`src/rtl/ngp_pkg.sv`:
```
// ============================================================================
// Module : ngp_pkg
// Shared types and field positions for the nandgameplus decode path.
// Rev    : 1.0
// ============================================================================
`default_nettype none

package ngp_pkg;

  localparam int NGP_DATA_W = 16;

  typedef enum logic [2:0] {
    ALU_AND = 3'b000,
    ALU_OR  = 3'b001,
    ALU_XOR = 3'b010,
    ALU_NOT = 3'b011,
    ALU_ADD = 3'b100,
    ALU_SUB = 3'b101,
    ALU_INC = 3'b110,
    ALU_DEC = 3'b111
  } alu_op_e;

  // Bit positions inside the {A, D, *A} and {lt, eq, gt} fields
  localparam int DEST_A = 2;
  localparam int DEST_D = 1;
  localparam int DEST_M = 0;
  localparam int JMP_LT = 2;
  localparam int JMP_EQ = 1;
  localparam int JMP_GT = 0;

  localparam int INSTR_CI  = 15;
  localparam int RSV_HI    = 14;
  localparam int OP_MSB    = 13;
  localparam int OP_LSB    = 11;
  localparam int ZY_BIT    = 10;
  localparam int SW_BIT    = 9;
  localparam int DEST_MSB  = 8;
  localparam int DEST_LSB  = 6;
  localparam int RSV_MSB   = 5;
  localparam int RSV_LSB   = 3;
  localparam int JMP_MSB   = 2;
  localparam int JMP_LSB   = 0;
  localparam int IMM_MSB   = 14;

  typedef struct packed {
    alu_op_e                 op;
    logic                    zy;
    logic                    sw;
    logic [2:0]              dest;
    logic [2:0]              jmp;
    logic                    is_imm;
    logic [NGP_DATA_W-1:0]   imm;
    logic                    illegal;
  } ngp_ctrl_t;

  typedef enum logic [1:0] {
    SKID_EMPTY = 2'd0,
    SKID_ONE   = 2'd1,
    SKID_TWO   = 2'd2
  } skid_state_e;

endpackage

`default_nettype wire

```
`src/rtl/ngp_skid_buf.sv`:
```
// ============================================================================
// Module : ngp_skid_buf
// Two-entry valid/ready skid buffer; ready depends on occupancy only.
// Rev    : 1.0
// ============================================================================
`default_nettype none

module ngp_skid_buf
  import ngp_pkg::*;
#(
  parameter int W = 8
) (
  input  logic         clk,
  input  logic         rst_n,
  input  logic         i_flush,
  input  logic         i_valid,
  output logic         o_ready,
  input  logic [W-1:0] i_data,
  output logic         o_valid,
  input  logic         i_ready,
  output logic [W-1:0] o_data
);

  skid_state_e  r_state;
  logic [W-1:0] r_head;
  logic [W-1:0] r_tail;
  logic         w_accept;
  logic         w_pop;

  assign o_ready  = (r_state != SKID_TWO);
  assign o_valid  = (r_state != SKID_EMPTY);
  assign o_data   = r_head;
  assign w_accept = i_valid & o_ready;
  assign w_pop    = o_valid & i_ready;

  always_ff @(posedge clk or negedge rst_n) begin
    if (!rst_n) begin
      r_state <= SKID_EMPTY;
      r_head  <= '0;
      r_tail  <= '0;
    end else if (i_flush) begin
      r_state <= SKID_EMPTY;
    end else begin
      case (r_state)
        SKID_EMPTY: begin
          if (w_accept) begin
            r_head  <= i_data;
            r_state <= SKID_ONE;
          end
        end
        SKID_ONE: begin
          // Simultaneous pop and accept keeps occupancy at one: new entry becomes head
          if (w_accept && w_pop) begin
            r_head <= i_data;
          end else if (w_accept) begin
            r_tail  <= i_data;
            r_state <= SKID_TWO;
          end else if (w_pop) begin
            r_state <= SKID_EMPTY;
          end
        end
        SKID_TWO: begin
          if (w_pop) begin
            r_head  <= r_tail;
            r_state <= SKID_ONE;
          end
        end
        default: r_state <= SKID_EMPTY;
      endcase
    end
  end

endmodule

`default_nettype wire

```
`src/rtl/ngp_decode_stage.sv`:
```
// ============================================================================
// Module : ngp_decode_stage
// Instruction decode feeding the ALU control bundle through a skid buffer.
// Optional: NGP_DECODE_ILLEGAL_EN adds reserved-bit checking and out_illegal.
// Rev    : 1.0
// ============================================================================
`default_nettype none

module ngp_decode_stage
  import ngp_pkg::*;
#(
  parameter int DATA_W       = 16,
  parameter int IMM_SIGN_EXT = 0
) (
  input  logic              clk,
  input  logic              rst_n,
  input  logic              flush,
  input  logic              in_valid,
  output logic              in_ready,
  input  logic [DATA_W-1:0] in_instr,
  output logic              out_valid,
  input  logic              out_ready,
  output logic [2:0]        out_op,
  output logic              out_zy,
  output logic              out_sw,
  output logic [2:0]        out_dest,
  output logic [2:0]        out_jmp,
  output logic              out_is_imm,
  output logic [DATA_W-1:0] out_imm
`ifdef NGP_DECODE_ILLEGAL_EN
  ,
  output logic              out_illegal
`endif
);

  localparam int CTRL_W = $bits(ngp_ctrl_t);

  ngp_ctrl_t         w_dec;
  ngp_ctrl_t         w_head;
  logic [CTRL_W-1:0] w_head_bits;
  logic              w_unused;

  always_comb begin
    w_dec = '0;
    if (in_instr[INSTR_CI]) begin
      w_dec.op   = alu_op_e'(in_instr[OP_MSB:OP_LSB]);
      w_dec.zy   = in_instr[ZY_BIT];
      w_dec.sw   = in_instr[SW_BIT];
      w_dec.dest = in_instr[DEST_MSB:DEST_LSB];
      w_dec.jmp  = in_instr[JMP_MSB:JMP_LSB];
`ifdef NGP_DECODE_ILLEGAL_EN
      // Reserved bits set: squash side effects but keep the slot so order is preserved
      if (in_instr[RSV_HI] || (in_instr[RSV_MSB:RSV_LSB] != 3'b000)) begin
        w_dec.op      = ALU_AND;
        w_dec.dest    = 3'b000;
        w_dec.jmp     = 3'b000;
        w_dec.illegal = 1'b1;
      end
`endif
    end else begin
      w_dec.is_imm       = 1'b1;
      w_dec.dest[DEST_A] = 1'b1;
      w_dec.imm          = (IMM_SIGN_EXT != 0) ? {in_instr[IMM_MSB], in_instr[IMM_MSB:0]}
                                               : {1'b0, in_instr[IMM_MSB:0]};
    end
  end

  ngp_skid_buf #(
    .W (CTRL_W)
  ) u_skid (
    .clk     (clk),
    .rst_n   (rst_n),
    .i_flush (flush),
    .i_valid (in_valid),
    .o_ready (in_ready),
    .i_data  (w_dec),
    .o_valid (out_valid),
    .i_ready (out_ready),
    .o_data  (w_head_bits)
  );

  assign w_head     = ngp_ctrl_t'(w_head_bits);
  assign out_op     = w_head.op;
  assign out_zy     = w_head.zy;
  assign out_sw     = w_head.sw;
  assign out_dest   = w_head.dest;
  assign out_jmp    = w_head.jmp;
  assign out_is_imm = w_head.is_imm;
  assign out_imm    = w_head.imm;

`ifdef NGP_DECODE_ILLEGAL_EN
  assign out_illegal = w_head.illegal;
  assign w_unused    = 1'b0;
`else
  assign w_unused    = ^{w_head.illegal, in_instr[RSV_MSB:RSV_LSB]};
`endif

endmodule

`default_nettype wire

```
`config.mk`:
```
export PLATFORM = sky130hd
export DESIGN_NAME = ngp_decode_stage
export DESIGN_NICKNAME = d
export VERILOG_FILES = /design/src/rtl/ngp_pkg.sv /design/src/rtl/ngp_skid_buf.sv /design/src/rtl/ngp_decode_stage.sv
export SDC_FILE = /design/constraint.sdc
export NUM_CORES = 1
export LEC_CHECK = 0
export ABC_AREA = 1
export CORE_AREA = 5 5 102 104
export DETAILED_ROUTE_END_ITERATION = 7
export DIE_AREA = 0 0 107 109
export GPL_TIMING_DRIVEN = 0
export PLACE_DENSITY = 0.57
export SLEW_MARGIN = 20
export SYNTH_ARGS = -nofsm -noshare
export SYNTH_HDL_FRONTEND = slang
export SYNTH_SLANG_ARGS = --single-unit
```
`constraint.sdc`:
```
create_clock -name clk -period 2.6 [get_ports clk]
set_clock_uncertainty 0.2 [all_clocks]
set_input_delay 0.52 -clock clk [delete_from_list [all_inputs] [get_ports clk]]
set_output_delay 0.52 -clock clk [all_outputs]
set_load 0.01 [all_outputs]
```
; ---- After elaboration in Yosys (flattened, before gate mapping)
; Index checks and enable logic that the tools add are counted.
[classes]
eq_ne = 10
muxes = 15
bitwise = 4
n_reduce_logical = 7
[op_table]
columns = op, count
row1 = $mux W29, 3
row2 = $pmux W29 S3, 1
row3 = $mux W17, 1
row4 = $mux W2, 6
row5 = $mux W5, 2
row6 = $reduce_and A4 Y1, 2
row7 = $ne A2 B1 Y1 const B, 3
row8 = $ne A3 B2 Y1 const B, 2
row9 = $pmux W2 S3, 1
row10 = $reduce_and A5 Y1, 1
row11 = $ne A4 B2 Y1 const B, 1
row12 = $ne A3 B3 Y1 const B, 1
row13 = $reduce_bool A3 Y1, 1
row14 = $and A1 B1 Y1, 2
row15 = $eq A2 B1 Y1 const B, 1
row16 = $eq A2 B2 Y1 const B, 1
row17 = $logic_not A2 Y1, 1
row18 = $ne A2 B2 Y1 const B, 1
row19 = $not A1 Y1, 2
row20 = $reduce_bool A2 Y1, 1
row21 = $logic_and A1 B1 Y1, 1
row22 = $mux W1, 1
[totals]
regBits = 59
input_bits = 21
out_inout_bits = 30
wordCells = 39

; ---- Depth between registers and ports, before layout
; Gate-level depths: netlist of the first run.
[logic_depth]
ltp_word = 7
mapped_depth = 8
mapped_depth_nobuf = 8

; ---- By module
; A second synthesis of the first run with hierarchy kept.
[unflattened]
hier_cells = 392
hier_area_um2 = 3030.4
[by_module_without_submodules]
columns = module, n_inst, cells_each, area_per_inst_um2, seq_area_each_um2
row1 = ngp_skid_buf, 1, 336, 2797.7, 1501.4
row2 = ngp_decode_stage, 1, 56, 232.7, 0.0

; ---- Least setup slack after synthesis of the first run
; No wires, ideal clock.
[synth_path]
kind = input to register
startpoint = in in_instr[15]
endpoint = reg u_skid.r_head[10] (netlist: u_skid.o_data[10])
setup_time_ps = 123
arrival_ps = 1303
required_time_ps = 2277
setup_slack_ps = 973
cell_stages = 5
n_path_buf = 2
cell_sequence = buf_2 > clkbuf_1 > nor2_1 > o21ai_0 > o21ai_2
[synth_via]
elab_chain_len = 3
word_cells_on_any_way = 4
cone_classes = 4 x mux
[synth_rtl]
columns = element, line
row1 = start: declaration, ngp_decode_stage.sv:20  ; input logic [DATA_W-1:0] in_instr,
row2 = $mux W17 *, ngp_decode_stage.sv:45  ; if (in_instr[INSTR_CI]) begin
row3 = $mux W29 (on tied branches), "ngp_skid_buf.sv:53, ngp_skid_buf.sv:46"
row4 = $pmux W29 S3 *, ngp_skid_buf.sv:44  ; case (r_state)
row5 = end signal: assignment, ngp_skid_buf.sv:47  ; r_head <= i_data;
row6 = end signal: assignment, ngp_skid_buf.sv:54  ; r_head <= i_data;
row7 = end signal: assignment, ngp_skid_buf.sv:64  ; r_head <= r_tail;
row8 = end: declaration, ngp_skid_buf.sv:25  ; logic [W-1:0] r_head;
; Every way passes the cells marked *; elsewhere a longest branch is shown, timed or not. The select of a mux whose other input is x is not followed.
; A chain may end at the register's enable or synchronous reset.

; ---- Worst setup path in the final report of the first run
[layout_path]
startpoint = reg u_skid.r_state[1]
endpoint = out in_ready
[layout_via]
elab_chain_len = 1
[layout_rtl]
columns = element, line
row1 = start: declaration, ngp_skid_buf.sv:24  ; skid_state_e r_state;
row2 = start signal: assignment, ngp_skid_buf.sv:38  ; r_state <= SKID_EMPTY;
row3 = start signal: assignment, ngp_skid_buf.sv:42  ; r_state <= SKID_EMPTY;
row4 = start signal: assignment, ngp_skid_buf.sv:48  ; r_state <= SKID_ONE;
row5 = $ne A2 B2 Y1, ngp_skid_buf.sv:30  ; assign o_ready = (r_state != SKID_TWO);
row6 = end: declaration, ngp_decode_stage.sv:19  ; output logic in_ready,
; Every way passes these cells.

==> flow_summary.ini, run 1 <==
[synthesis]
yosys.area.top_type_share_pct = 51.2
ys_seq_area_share_pct = 51.2
synth_cell_type_count = 21
yosysWarnings = 0
syn_avg_cell_area_um2 = 8.32
syn-num-nets = 350
ys_ff_latch = 56
synth_top_area_cell = dfrtp_1
yosys-top-cells-area = dfrtp_1 51%, nand2_1 14%, o21ai_2 8.6%
netlist_instances = 329
syn_area_um2 = 2740

[floorplanning]
die_area_um2 = 11700
ios = 51
start_util_pct = 28.9
coreArea_um2 = 9460
die_height_um = 109
die_w_um = 107
rows = 36

[power_and_ir_drop]
p_seq_share_pct = 40.9
switchingPower_mw = 1.22
pwr-share-clk_pct = 17.9
p_leak_nw = 1.66
p_int_mw = 2.31
power.density_nw_per_um2 = 1010
total_power_mw = 3.53
peakVddDrop_mv = 0.264
combPwrFrac_pct = 41.3
switching_share_pct = 34.6

[clock_tree]
clock_path_buffers = 2
ctsRootBufferMaster = clkbuf_8
cts_resized = 0
clk_pin_slew_ps = 100
cts.sinks = 56
numCtsBuffers = 5
cts_tree = built
cts_setup_buffers = 0
worstSkewPairLatency_ps = 310
htreeDepth = 2

[placement]
portBuffers = 48
gp_congestion = 0.773
place_inst = 492
dp_hpwl_um = 5010
dp_slack_ps = 371

[critical_path]
worstReg2RegStart = u_skid.r_state[0]$_DFFE_PN0P_
critPathLaunchType = register
cp-end-kind = primary output
critPathKind = register to primary output
arrival_ps = 1730
critPathLaunch = u_skid.r_state[1]$_DFFE_PN0P_
cp_max_fo = 17
critPathRequiredTime_ps = 1880

[route]
via_count = 2287
first_pass_iters = 4
avgViaCountPerCell = 4.57
wire_per_inst_um = 13.8
wl_um = 6890
drtIter0Drc = 110
drcViolationCount = 0
ant_nets = 0

[final_layout]
syn_to_final_growth_pct = 28.2
fin_cells = 500
multi_input_area_um2 = 1040
fillers = 974
final_common_cell = nand2_1
finalNetCount = 406
final_cell_mix = 101 x nand2_1, 56 x dfrtp_1, 47 x clkdlybuf4s50_1, 44 x o21ai_0, 39 x inv_1
diodes = 0
drive_gt1_share_pct = 15.5
regArea_um2 = 1400

[sta]
drv_slew = 0
fin_crit_ps = 2450
rsz0062_at_grt = no
fin_ws_ps = 148
clock.fmax_ghz = 0.408
final-setup-viol-count = 0
period_share_pct = 94.3
timing.final.hold_violations = 0

[job]
max_cap_violations = 0

[min_path]
min_from = u_skid.o_data[8]$_DFFE_PN0P_
hp-class = register to register

[global_route]
grt_pass1_wl_um = 11100
grt_max_degree = 38
grt-ovfl-total = 0
grt_antenna_before_repair = 0
grt_usage_pct = 12.1
grt_pass1_vias = 2162

[run_status]
status = finished clean
[final cells by class]
type,instances,area share [%]
Inverter,42,4.49
Sequential cell,56,39.9
Clock inverter,1,0.856
Buffer,18,3.85
Timing Repair Buffer,50,14.5
Tap cell,114,4.06
Multi-Input combinational cell,212,29.6
Clock buffer,7,2.75
[synth_stat cells]
| cell | instances |
|---|---|
| nand2_1 | 101 |
| dfrtp_1 | 56 |
| o21ai_0 | 44 |
| inv_1 | 39 |
| o21ai_2 | 27 |
| nor2_1 | 16 |
| o21ai_1 | 13 |
| buf_6 | 7 |
| buf_2 | 6 |
| clkbuf_1 | 3 |
| inv_2 | 3 |
| nand3_1 | 3 |
| buf_4 | 2 |
| nand2_2 | 2 |
| a21oi_1 | 1 |
| clkbuf_2 | 1 |
| conb_1 | 1 |
| nand3_4 | 1 |
| nand4_1 | 1 |
| nor2_2 | 1 |
| nor2_4 | 1 |
[worst max-delay path, cell delays in order, from the launching register on]
cell and delay, ps:
dfrtp_1 410, inv_2 120, nor2_4 70, inv_2 210, clkdlybuf4s50_1 600
[final timing paths]
check                      cells past startpoint                             to  slack [ps]
min in group asynchronous                      2   u_skid.o_data[6]$_DFFE_PN0P_         410
max                                            4                       in_ready         150
max reg2reg                                    4   u_skid.o_data[1]$_DFFE_PN0P_         800
min reg2reg                                    2   u_skid.o_data[8]$_DFFE_PN0P_         290
min                                            2   u_skid.o_data[8]$_DFFE_PN0P_         290
max in group asynchronous                      3  u_skid.r_tail[19]$_DFFE_PN0P_        1300
[timing repair]
item                                   in CTS  in global routing
setup endpoints to repair                   0                  1
hold buffers                                1                  0
endpoints found under the hold margin      19                  0
[through the flow]
step	setup TNS, ps	util, %	instance area, um^2	hold WS, ps
finish	0	37.1	3510	290
global route	0	37.1	3510	307
CTS	0	37.2	3510	294
detailed placement	0	35.7	3380	217
global placement	-57080	35.5	3360	263
floorplan	0	-	2740	24.4
[cells by family after synthesis]
family	count (synthesis)	share of synthesized area, %
and+or+nand+nor	126	18.6
DFF	56	51.2
other	1	0.137
buffers and inverters	61	10.9
AOI/OAI and AO/OA	85	19.2
[flip-flops by register name, indices dropped and copies added (netlist names)]
register,count
u_skid.r_tail,27
u_skid.o_data,27
u_skid.r_state,2
[power by group through the flow]
| stage | registers (mW) | clock network [mW] | logic (mW) |
|---|---|---|---|
| 3_5_place_dp | 1.46 | 0 | 1.48 |
| 5_1_grt | 1.49 | 0.668 | 1.61 |
| 6_report | 1.44 | 0.631 | 1.46 |
| 2_1_floorplan | 1.53 | 0 | 0.721 |
| 4_1_cts | 1.45 | 0.644 | 1.48 |
| 3_3_place_gp | 1.45 | 0 | 1.45 |
[per-layer routing]
layer	part of all wire (%)	GRT usage, %	vias up
met5	0	0	-
met4	1.2	3.29	0
met3	5.3	1.95	7
met2	46	19.0	55
met1	48	17.3	1088
li1	-	-	1137
No activity file was read; power rests on OpenSTA's default activity.
==> run 2: changes to the inputs <==
--- a/config.mk
+++ b/config.mk
@@ -10,7 +10,7 @@
 export DETAILED_ROUTE_END_ITERATION = 7
 export DIE_AREA = 0 0 107 109
 export GPL_TIMING_DRIVEN = 0
-export PLACE_DENSITY = 0.57
+export HOLD_SLACK_MARGIN = 0.02
 export SLEW_MARGIN = 20
 export SYNTH_ARGS = -nofsm -noshare
 export SYNTH_HDL_FRONTEND = slang
==> flow_summary.ini, run 2 (synthesis gave the netlist of run 1 again) <==
[run_status]
status = finished clean

[global_route]
grt-busiest-layer = met2
grt_max_degree = 56
use_met3_pct = 2.66
gr-usage-met2_pct = 20.6
met1_usage_pct = 16.7
grt_pass1_wl_um = 11800
grt-ovfl-total = 0
grt_antenna_before_repair = 0
grt_pass1_vias = 2366
grt_usage_pct = 12.5

[sta]
fin_ws_ps = 150
clock.fmax_ghz = 0.408
final-setup-viol-count = 0
period_share_pct = 94.2
fin_crit_ps = 2450
timing.final.hold_violations = 0
tns_ps = 0
rsz0062_at_grt = no
drv_slew = 0
holdWs_ps = 289

[placement]
postPlaceCellArea_um2 = 3390
gp_congestion = 0.822
dp_hpwl_um = 5030
dp_slack_ps = 367
portBuffers = 48
place_inst = 492

[route]
avgViaCountPerCell = 4.62
ant_nets = 0
wire_per_inst_um = 13.9
wl_um = 6960
drtIter0Drc = 129
first_pass_iters = 4
via_count = 2307
drcViolationCount = 0

[power_and_ir_drop]
total_power_mw = 3.57
switchingPower_mw = 1.22
peakVddDrop_mv = 0.285
power.density_nw_per_um2 = 1010
p_leak_nw = 1.67
p_int_mw = 2.35
switching_share_pct = 34.1
combPwrFrac_pct = 40.9
p_seq_share_pct = 40.6
pwr-share-clk_pct = 18.5

[critical_path]
arrival_ps = 1730
path_cells = inv_2 > nor2_4 > inv_2 > clkdlybuf4s50_1
critPathRequiredTime_ps = 1880
slowest_delay_ps = 610
cp_max_fo = 17
critPathSlowestCell = clkdlybuf4s50_1
cp-end-kind = primary output
critPathKind = register to primary output
critPathMostFrequentCell = inv_2
critPathLaunchType = register

[clock_tree]
cts_resized = 0
clk_pin_slew_ps = 90
numCtsBuffers = 5
worstSkewPairLatency_ps = 300
ctsRootBufferMaster = clkbuf_8
clock_path_buffers = 2
htreeDepth = 2
cts.sinks = 56
cts_tree = built

[floorplanning]
rows = 36
start_util_pct = 28.9
die_w_um = 107
die_area_um2 = 11700
die_height_um = 109
coreArea_um2 = 9460
ios = 51

[job]
max_cap_violations = 0

[final_layout]
regArea_um2 = 1400
fillers = 961
multi_input_area_um2 = 1040
fin_util_pct = 37.2
final_common_cell = nand2_1
drive_gt1_share_pct = 15.3
diodes = 0
final_cell_mix = 101 x nand2_1, 56 x dfrtp_1, 47 x clkdlybuf4s50_1, 44 x o21ai_0, 39 x inv_1
finalNetCount = 406
fin_cells = 499
syn_to_final_growth_pct = 28.6
fin_area_um2 = 3520

[min_path]
hp-class = register to register
[run 2: cell count changes in the layout (fill, tap and decap cells not counted)]
cell,change
buf_12,-1
bufinv_16,+1
buf_16,+1
clkbuf_8,-2
[run 2: worst paths after layout]
path,from,endpoint,slack [ps],cells after the start
setup / recovery,u_skid.r_state[1]$_DFFE_PN0P_,in_ready,150,4
hold / removal,u_skid.o_data[4]$_DFFE_PN0P_,u_skid.o_data[4]$_DFFE_PN0P_,290,2
setup reg to reg,u_skid.r_state[0]$_DFFE_PN0P_,u_skid.o_data[22]$_DFFE_PN0P_,810,7
hold reg to reg,u_skid.o_data[4]$_DFFE_PN0P_,u_skid.o_data[4]$_DFFE_PN0P_,290,2
max in group asynchronous,rst_n,u_skid.r_tail[18]$_DFFE_PN0P_,1400,3
min in group asynchronous,rst_n,u_skid.o_data[19]$_DFFE_PN0P_,330,2
[run 2: what timing repair did]
action / in CTS / in global routing
hold buffers: 1 / 0
buffers inserted: 0 / 0
hold endpoints to repair: 51 / 0
setup endpoints to repair: 0 / 1
[run 2: critical path: cells and delay by family, from the launching register on]
kind	cells	cell delay, ps
and+or+nand+nor	1	60
buffers and inverters	3	950
DFF	1	410
[run 2: cell type report]
cell class / count / share of cell area [%]
multi-input cells: 212 / 29.5
plain buffers: 18 / 3.84
well taps: 114 / 4.05
inverters: 42 / 4.48
clock inverters: 2 / 1.71
flip-flops and latches: 56 / 39.8
clock buffers: 5 / 1.96
repair buffers: 50 / 14.6
[run 2: power groups by stage]
stage	Clock (mW)	Sequential, mW	Combinational (mW)
after floorplan	0	1.53	0.721
after global placement	0	1.45	1.45
after detailed placement	0	1.47	1.48
after CTS	0.678	1.45	1.49
final	0.660	1.45	1.46
after global routing	0.710	1.50	1.63
[run 2: routing by layer]
metal	vias to the layer above	part of all wire [%]
met5	-	0
met4	0	1.2
met3	7	5.2
met2	61	46
met1	1107	47
li1	1132	-
